## src/rtl/lcd_pkg.sv

```systemverilog
// Shared definitions for the LCD SPI transmitter: FSM states, word layout and
// the default SCLK divider.
package lcd_pkg;

  typedef enum logic [1:0] {
    IDLE  = 2'd0,
    SHIFT = 2'd1,
    DONE  = 2'd2
  } lcd_state_e;

  localparam int LCD_WORD_W          = 9;
  localparam int LCD_DC_BIT          = 8;
  localparam int LCD_CLK_DIV_DEFAULT = 2;

endpackage

```

## src/rtl/lcd_spi_tx.sv

```systemverilog
// Write-only SPI mode-0 transmitter for a 9-bit LCD word (DC + byte), MSB first.
// Define LCD_SPI_CS_HOLD_EN to keep cs low between streamed words.
module lcd_spi_tx
  import lcd_pkg::*;
#(
  parameter int CLK_DIV = LCD_CLK_DIV_DEFAULT
) (
  input  logic                  clk_50MHz,
  input  logic                  rst_n,
  input  logic [LCD_WORD_W-1:0] data,
  input  logic                  en_write,
  output logic                  wr_done,
  output logic                  busy,
  output logic                  cs,
  output logic                  dc,
  output logic                  sclk,
  output logic                  mosi
);

`ifdef LCD_SPI_CS_HOLD_EN
  localparam bit CS_HOLD = 1'b1;
`else
  localparam bit CS_HOLD = 1'b0;
`endif

  localparam logic [3:0] HALF_LAST = 4'(CLK_DIV - 1);

  lcd_state_e state;
  logic [3:0] half_cnt;
  logic [2:0] bit_cnt;
  logic [7:0] shift_reg;

  // NOTE: every register, including the shift register, sits on the async
  // reset so an aborted word leaves nothing behind for the next one.
  always_ff @(posedge clk_50MHz or negedge rst_n) begin
    if (!rst_n) begin
      state     <= IDLE;
      half_cnt  <= '0;
      bit_cnt   <= '0;
      shift_reg <= '0;
      wr_done   <= 1'b0;
      busy      <= 1'b0;
      cs        <= 1'b1;
      dc        <= 1'b0;
      sclk      <= 1'b0;
      mosi      <= 1'b0;
    end else begin
      wr_done <= 1'b0;
      case (state)
        IDLE: begin
          sclk <= 1'b0;
          busy <= 1'b0;
          if (en_write) begin
            state     <= SHIFT;
            dc        <= data[LCD_DC_BIT];
            shift_reg <= data[7:0];
            mosi      <= data[7];
            cs        <= 1'b0;
            busy      <= 1'b1;
            half_cnt  <= '0;
            bit_cnt   <= '0;
          end else begin
            cs <= 1'b1;
          end
        end

        SHIFT: begin
          if (half_cnt == HALF_LAST) begin
            half_cnt <= '0;
            if (!sclk) begin
              sclk <= 1'b1;
            end else begin
              // Falling edge: the only place mosi may move.
              sclk <= 1'b0;
              if (bit_cnt == 3'd7) begin
                state   <= DONE;
                wr_done <= 1'b1;
              end else begin
                bit_cnt   <= bit_cnt + 3'd1;
                shift_reg <= {shift_reg[6:0], 1'b0};
                mosi      <= shift_reg[6];
              end
            end
          end else begin
            half_cnt <= half_cnt + 4'd1;
          end
        end

        DONE: begin
          state <= IDLE;
          busy  <= 1'b0;
          cs    <= !(CS_HOLD && en_write);
        end

        default: state <= IDLE;
      endcase
    end
  end

endmodule

```

## config.mk

```make
export PLATFORM = sky130hd
export DESIGN_NAME = lcd_spi_tx
export DESIGN_NICKNAME = d
export VERILOG_FILES = /design/src/rtl/lcd_pkg.sv /design/src/rtl/lcd_spi_tx.sv
export SDC_FILE = /design/constraint.sdc
export NUM_CORES = 1
export LEC_CHECK = 0
export ABC_AREA = 1
export CAP_MARGIN = 20
export CORE_MARGIN = 2
export CORE_UTILIZATION = 45
export CTS_BUF_LIST = sky130_fd_sc_hd__clkbuf_8
export DETAILED_ROUTE_END_ITERATION = 10
export PLACE_DENSITY_LB_ADDON = 0.15
export RECOVER_POWER = 100
export SLEW_MARGIN = 20
export SYNTH_ARGS = -nofsm -noshare
export SYNTH_HDL_FRONTEND = slang
export SYNTH_SLANG_ARGS = --single-unit
```

## constraint.sdc

```tcl
create_clock -name clk_50MHz -period 3.4 [get_ports clk_50MHz]
set_clock_uncertainty 0.15 [all_clocks]
set_input_delay 1.02 -clock clk_50MHz [delete_from_list [all_inputs] [get_ports clk_50MHz]]
set_output_delay 1.02 -clock clk_50MHz [all_outputs]
set_load 0.03 [all_outputs]
```

==> reports/qor.csv, run 1 <==
metric,value,unit
Tcrit/Tclk final,81.6,%
CTS Buf Count,3,
post-DR vias/cell,4.91,
RR Startpoint,state[0],
syn avg cell area,8.21,sq um
TNS Setup,0,ns
wire per inst,11.3,um
Required @ worst endpoint,3.40,ns
syn nets,156,
pin count of the biggest net entering global routing,23,
root buf cell,clkbuf_8,
Synthesis Warnings,0,
PortBufs,17,
max cap viols,0,
Initial DRC Count,18,
PostCTS Resize Cnt,0,
Slew Limit Fails,0,
# rows,18,
crit path launch,en_write,
"Max FO, Critical Path",17,
crit-path max cell delay,0.56,ns
Hold WS,0.327,ns
"Slowest-stage cell, CP",dlygate4sd3_1,
ANT cells,0,
cells after synthesis,140,
Pwr Density,765,nW/um^2
Crit Path Category,primary input to flop,
"Buf+Inv Stages, Crit Path",1,
Util after Layout,54.9,%
Clock Path Buffers,2,
Worst Hold Depth,2,
die height,54.6,um
setup violators final,0,
worst hold path type,flop to flop,
Fmax achieved,360,MHz
Top delay family on crit path,simple AND/OR/NAND/NOR gates,
Levels on crit path,5,
total design power,0.00103,W
Initial Util,46.8,%
Tot GR Track Use,18.1,%
CTS clock-pin slew for the worst setup and hold paths,0.08,ns
DRT Pass-1 Iters,4,
worst-path cell chain,dlygate4sd3_1 -> nand2_1 -> o21ai_0 -> nand3_1 -> nand2_1,
Setup Buffers After CTS,0,
gpl congestion,0.733,
Cell variety after synth,19,
clk sink count,22,
worst skew pair latency,0.26,ns
via count of the first global-routing pass,924,
Core Area,2450,sq um
first-pass GRT wire length,3.85,mm
"commonest non-fill, non-tap cells in the layout","nand2_1, nand3_1, dfrtp_1",
Slew @ Worst Pin,1.20,ns
area of the die,2980,sq um
Via Count,918,
sequential-to-total area share from yosys stat,48.0,%
flop2flop setup slack,1.17,ns
remaining design rule violation count,0,
total gr overflow,0,
Final Cell Area,1350,sq um
post-layout min period,2.78,ns
initial antenna violation count,0,
hold_buf cts,0,
"FF+latch count, synth",22,
total wire length,2.11,mm
proportion of layout cells with a drive suffix above 1,6.37,%
status,finished clean,
Worst R2R Path Depth,5,
TritonCTS clock tree,done,
Worst slew margin,20.0,%
Leak,0.720,nW
die span in x,54.6,um
post-detail-place hpwl,1.47,mm
Worst Path Arrival,2.77,ns
FF-to-FF End,shift_reg[5],
max reg flops,7,
cell area after synthesis,1150,sq um
post-route ant nets,0,
Final Hold Viols,0,
CTS H-Tree Depth,1,
"most used cell, CP",nand2_1,
"commonest non-fill, non-tap cell in the layout",nand2_1,
RSZ-0062 raised after global routing,no,
critical path launch point type,primary input,
VDD IR max,0.000436,V
number of I/O pins,18,
dpl cell area,1320,sq um
Critical Path Sink Type,flop,
final net count,174,
critical path capture point,shift_reg[5],
Area Overhead vs Synth,17.2,%
[report_power, final]
group	internal [W]	total (W)	switching [W]	leakage, nW
clock network	0.000103	0.000184	0.0000813	0.0288
registers	0.000367	0.000442	0.0000747	0.280
logic	0.000166	0.000405	0.000239	0.411
total	0.000636	0.00103	0.000395	0.720
[worst min-delay path by stage]
| stage | startpoint | end | slack (ns) |
|---|---|---|---|
| after floorplan | shift_reg[0] | shift_reg[0] | 0.32 |
| after global placement | busy | busy | 0.32 |
| after detailed placement | dc | dc | 0.32 |
| after CTS | dc | dc | 0.34 |
| after global routing | busy | busy | 0.38 |
| final | dc | dc | 0.33 |
[worst register-to-register path, delay by kind of cell (launching register included)]
| kind | cells | cell delay (ns) |
|---|---|---|
| buffers and inverters | 1 | 0.05 |
| flip-flops | 1 | 0.43 |
| AND/OR/NAND/NOR | 4 | 1.49 |
[per-layer routing]
layer / GRT usage, % / part of all wire [%] / up-vias
li1: - / - / 479
met1: 22.6 / 46 / 418
met2: 31.7 / 50 / 19
met3: 2.46 / 3.8 / 2
met4: 6.25 / 0.52 / 0
met5: 0 / 0 / -
[layout make-up]
| type | count | area [sq um] |
|---|---|---|
| fillers | 233 | 1110 |
| flip-flops and latches | 22 | 552 |
| clock buffers | 4 | 55.1 |
| inverters | 13 | 48.8 |
| multi-input cells | 100 | 480 |
| well taps | 30 | 37.5 |
| repair buffers | 18 | 174 |
[kinds of logic (layout without fill, tap and decap cells)]
| group | after synthesis | after routing | share of synthesized area (%) |
|---|---|---|---|
| xor+xnor | 1 | 1 | 0.762 |
| simple gates | 89 | 89 | 33.9 |
| fa+ha+maj | 4 | 4 | 4.35 |
| buf+inv | 18 | 35 | 7.94 |
| flops | 22 | 22 | 48.0 |
| compound gates | 6 | 6 | 5.01 |
[synthesized netlist by cell type]
cell     count  share of area, %
nand2_1     45                15
nand3_1     27                12
dfrtp_1     21                46
inv_1       11               3.6
nor2_1      10               3.3
ha_1         4               4.4
nand2_2      4               2.2
buf_4        2               1.3
buf_6        2               2.0
inv_2        2              0.65
nand4_1      2               1.1
o21ai_1      2              0.87
o22ai_2      2               2.2
a31oi_1      1              0.54
buf_2        1              0.43
dfstp_2      1               2.3
nor2_4       1              0.98
o21ai_4      1               1.4
xnor2_1      1              0.76
[stage by stage]
stage	worst slack [ns]	cells
global placement	1.04	183
floorplan	1.63	140
finish	0.624	187
CTS	0.766	187
detailed placement	1.00	183
global route	0.386	187
(Power assumes the default switching activity.)
==> run 2, diff against run 1 <==
==> constraint.sdc (replaced) <==
create_clock -name clk_50MHz -period 2.4 [get_ports clk_50MHz]
set_clock_uncertainty 0.15 [all_clocks]
set_input_delay 0.72 -clock clk_50MHz [delete_from_list [all_inputs] [get_ports clk_50MHz]]
set_output_delay 0.72 -clock clk_50MHz [all_outputs]
set_load 0.03 [all_outputs]
==> run 2 against run 1 <==
  * Die area did not move
  * Worst hold slack improved by 0.0017 ns
  * Via count grew 0.65%
  * Critical path type is now flop to output pin
  * Critical endpoint is now cs
  * First-iteration DRC count shrank 5.6%
  * Critical path depth decreased by 4
  * Wire length fell by 3.0%
==> reports/qor.csv, run 2 (synthesis gave the netlist of run 1 again) <==
metric,value,unit,change
status,finished clean,,
first-pass GRT wire length,3.63,mm,-5.7%
CTS Buf Count,3,,unchanged
PortBufs,17,,unchanged
worst hold path type,flop to flop,,
"commonest non-fill, non-tap cell in the layout",nand2_1,,
Levels on crit path,1,,-4
Slew @ Worst Pin,1.17,ns,-0.0286 ns
"Buf+Inv Stages, Crit Path",1,,unchanged
Top delay family on crit path,buffers and inverters,,
remaining design rule violation count,0,,unchanged
post-route ant nets,0,,unchanged
Initial DRC Count,17,,-1
proportion of layout cells with a drive suffix above 1,7.64,%,+1.3 points
critical path launch point type,flop,,
TNS Setup,0,ns,unchanged
Critical Path Sink Type,output pin,,
Pwr Density,1080,nW/um^2,+41%
wire per inst,10.9,um,-3.0%
Leak,0.726,nW,+0.76%
worst-path cell chain,clkdlybuf4s50_1,,
area of the die,2980,sq um,unchanged
fillers,236,,+1.3%
via count of the first global-routing pass,860,,-6.9%
max reg flops,7,,unchanged
root buf cell,clkbuf_8,,
Util after Layout,55.4,%,+0.46 points
crit-path max cell delay,0.66,ns,+0.10 ns
Tcrit/Tclk final,96.8,%,
post-detail-place hpwl,1.40,mm,-5.0%
Setup Buffers After CTS,0,,unchanged
Slew Limit Fails,0,,unchanged
Initial Util,46.8,%,unchanged
hold_buf cts,0,,unchanged
RSZ-0062 raised after global routing,no,,
Multi-input gate area,492,sq um,+2.3%
"Slowest-stage cell, CP",clkdlybuf4s50_1,,
Tot GR Track Use,17.1,%,-1.0 points
Fmax achieved,431,MHz,
Required @ worst endpoint,1.53,ns,-1.87 ns
total gr overflow,0,,unchanged
post-layout min period,2.32,ns,
Final Hold Viols,0,,unchanged
die span in x,54.6,um,unchanged
Worst R2R Path Depth,8,,+3
die height,54.6,um,unchanged
initial antenna violation count,0,,unchanged
worst skew pair latency,0.26,ns,about the same
VDD IR max,0.000636,V,+46%
"Max FO, Critical Path",2,,-15
PostCTS Resize Cnt,0,,unchanged
post-DR vias/cell,4.94,,+0.65%
CTS clock-pin slew for the worst setup and hold paths,0.07,ns,about the same
gpl congestion,0.746,,+1.7%
pin count of the biggest net entering global routing,23,,unchanged
Area Overhead vs Synth,18.2,%,
DRT Pass-1 Iters,4,,unchanged
Core Area,2450,sq um,unchanged
number of I/O pins,18,,unchanged
max cap viols,0,,unchanged
final net count,174,,unchanged
Clock Path Buffers,2,,unchanged
setup violators final,0,,unchanged
Worst Hold Depth,2,,unchanged
"commonest non-fill, non-tap cells in the layout","nand2_1, nand3_1, dfrtp_1",,
Worst slew margin,21.9,%,+1.9 points
CTS H-Tree Depth,1,,unchanged
Crit Path Category,flop to output pin,,
Via Count,924,,+0.65%
Worst Path Arrival,1.45,ns,-1.32 ns
TritonCTS clock tree,done,,
total wire length,2.04,mm,-3.0%
clk sink count,22,,unchanged
# rows,18,,unchanged
ANT cells,0,,unchanged
Register Area,552,sq um,unchanged
[run 2: cell types whose count changed in the layout (fill, tap and decap cells not counted)]
cell	before	now
o21ai_2	0	1
nor2_4	0	1
dlygate4sd3_1	8	7
clkdlybuf4s50_1	9	10
o21ai_1	0	1
nor2_1	11	10
o21ai_0	3	1
[run 2: layout make-up]
| class | count | area share (%) |
|---|---|---|
| inverters | 13 | 3.59 |
| well taps | 30 | 2.76 |
| multi-input cells | 100 | 36.2 |
| repair buffers | 18 | 12.8 |
| clock buffers | 4 | 4.05 |
| flip-flops and latches | 22 | 40.6 |
[run 2: where the power goes]
group	internal, W	switching, W	total (W)
combinational	0.000242	0.000340	0.000582
sequential	0.000520	0.000103	0.000623
clock	0.000146	0.000116	0.000262
total	0.000908	0.000559	0.00147
[run 2: final timing paths]
| check | from | endpoint | slack (ns) |
|---|---|---|---|
| setup / recovery | cs | cs | 0.08 |
| hold / removal | dc | dc | 0.33 |
| setup reg to reg | bit_cnt[0] | shift_reg[0] | 0.62 |
| hold reg to reg | dc | dc | 0.33 |
| max in group asynchronous | rst_n | shift_reg[6] | 0.35 |
| min in group asynchronous | rst_n | wr_done | 1.05 |
[run 2: layer usage]
| metal | vias to the layer above | wire (um) | track usage, % |
|---|---|---|---|
| met5 | - | 0 | 0 |
| met3 | 0 | 69 | 4.92 |
| met1 | 428 | 1010 | 21.7 |
| li1 | 483 | - | - |
| met2 | 13 | 959 | 29.3 |
| met4 | 0 | 0 | 2.50 |
[run 2: metrics by stage]
stage	worst slack, ns	area [sq um]	std cells	hold WS [ns]	power, W
3_3_place_gp	0.336	1320	183	0.317	0.00123
6_report	0.0780	1360	187	0.328	0.00147
4_1_cts	0.0615	1380	187	0.341	0.00151
2_1_floorplan	0.830	1150	140	0.274	0.00107
3_5_place_dp	0.314	1320	183	0.319	0.00124
5_1_grt	0.0358	1360	187	0.377	0.00160
==> run 3, diff against run 2 <==
--- a/config.mk
+++ b/config.mk
@@ -6,7 +6,6 @@
 export NUM_CORES = 1
 export LEC_CHECK = 0
 export ABC_AREA = 1
-export CAP_MARGIN = 20
 export CORE_MARGIN = 2
 export CORE_UTILIZATION = 45
 export CTS_BUF_LIST = sky130_fd_sc_hd__clkbuf_8
==> results of run 3 <==
Same layout as run 2: the final DEF is identical, and so are final timing and power.
==> RTL edit, RTL diff (config.mk and constraints of run 3) <==
The option `LCD_SPI_CS_HOLD_EN` is turned on by a define.
--- a/src/rtl/lcd_spi_tx.sv
+++ b/src/rtl/lcd_spi_tx.sv
@@ -2,2 +2,4 @@
 // Define LCD_SPI_CS_HOLD_EN to keep cs low between streamed words.
+`define LCD_SPI_CS_HOLD_EN
+
 module lcd_spi_tx
Check against the original RTL: no difference found for any inputs over 10 cycles, from zero or initial values and one cycle with rst_n low; that may be too few to reach the edited logic, so the function may still have changed.
==> RTL edit against run 3 <==
Final area up 0.92%. Count of clock-buffer cells in the layout down 1. Area after synthesis down 1.4%. Sequential cell count unchanged. Via count up 1.1%. Total power up 3.6%. Worst setup slack better by 0.0028 ns. Non-clock buffer count up 1. Largest cell class unchanged. Routed wire length up 9.0%. Fmax up 0.12%. Synthesized cell count down 0.71%. Core utilization up 1.0 points. Critical path depth unchanged.
==> RTL edit: results <==
export IMPL_clk_share_pct=5.201
export IMPL_fin_nets=175
export IMPL_synthTopCellsByArea="dfrtp_1, nand2_1, nand3_1, ha_1, nor2_1"
export IMPL_design_die_area_mm2=0.002937
export IMPL_synthXorXnorAreaFrac_pct=0.7726
export IMPL_irDropWorstVdd_v=0.0006174
export IMPL_status="completed"
export IMPL_comb_power_uw=560
export IMPL_vias=934
export IMPL_nFillCells=235
export IMPL_dp_hpwl_mm=1.581
export IMPL_muxShareOfSynthArea_pct=0
export IMPL_multiInputGateArea_um2=491.7
export IMPL_grt_first_pass_wirelength_mm=3.829
export IMPL_dp_slack_ns=0.1075
export IMPL_synth_cell_types=21
export IMPL_nMultiInputCombCells=103
export IMPL_switching_share_pct=37.32
export IMPL_ys_seq_area_share_pct=48.68
export IMPL_wl_per_cell_um=11.84
export IMPL_inverters_excl_clock=10
export IMPL_detail_route_first_pass_iterations=4
export IMPL_r2r_cells=6
export IMPL_synth_fa_ha_area_share_pct=4.415
export IMPL_gp_congestion=0.7124
export IMPL_layout_nonclk_buf_share_pct=13.23
export IMPL_layout_drive_gt1_share_pct=7.595
export IMPL_hold_path_class="reg -> reg"
export IMPL_cts_sinks=22
export IMPL_worstHoldStart="mosi"
export IMPL_via_per_inst=4.968
export IMPL_whs_ns=0.3311
export IMPL_internal_power_uw=952.7
export IMPL_leakagePower_uw=0.0007339
export IMPL_grt_pass1_vias=868
export IMPL_cts_resized=0
export IMPL_reg2reg_to="shift_reg[3]"
export IMPL_worstMarginPinSlew_ns=1.204
export IMPL_synth_common_cells="nand2_1, dfrtp_1, nand3_1"
export IMPL_clockBufferCount=3
export IMPL_holdPathEnd="mosi"
export IMPL_r2r_start="state[0]"
export IMPL_ys_warn_count=0
export IMPL_rrSetupSlack_ns=0.39
export IMPL_syn_num_nets=155
export IMPL_fin_area_mm2=0.001371
export IMPL_pwr_share_clk_pct=22.5
export IMPL_avgSynthCellArea_um2=8.155
export IMPL_dpl_instance_area_mm2=0.001315
export IMPL_n_all_buffers=19
export IMPL_first_iter_violations=11
export IMPL_synth_compound_area_share_pct=3.753
export IMPL_grt_usage_pct=18.09
==> RTL edit: cell count changes in the layout (fill, tap and decap cells not counted), moves of 2 or more <==
cell / change
o21ai_0: +4
nand2_1: +10
inv_1: -2
nand3_1: -14
o22ai_2: -2
nand4_1: +2
==> RTL edit: layer usage <==
metal	wire length (um)	share of wire, %	track usage, %	up-vias
met3	49	2.2	2.500	2
met1	1076	48	24.61	447
li1	-	-	-	475
met4	10	0.45	6.250	0
met2	1089	49	29.32	10
met5	0	0	0	-
==> RTL edit: how the worst max path moves through the flow <==
stage / slack [ns] / depth (start not counted) / endpoint
after floorplan: 0.88 / 4 / mosi
after global placement: 0.17 / 6 / shift_reg[5]
after detailed placement: 0.11 / 6 / shift_reg[1]
after CTS: 0.07 / 1 / cs
after global routing: 0.04 / 1 / sclk
final: 0.08 / 1 / cs
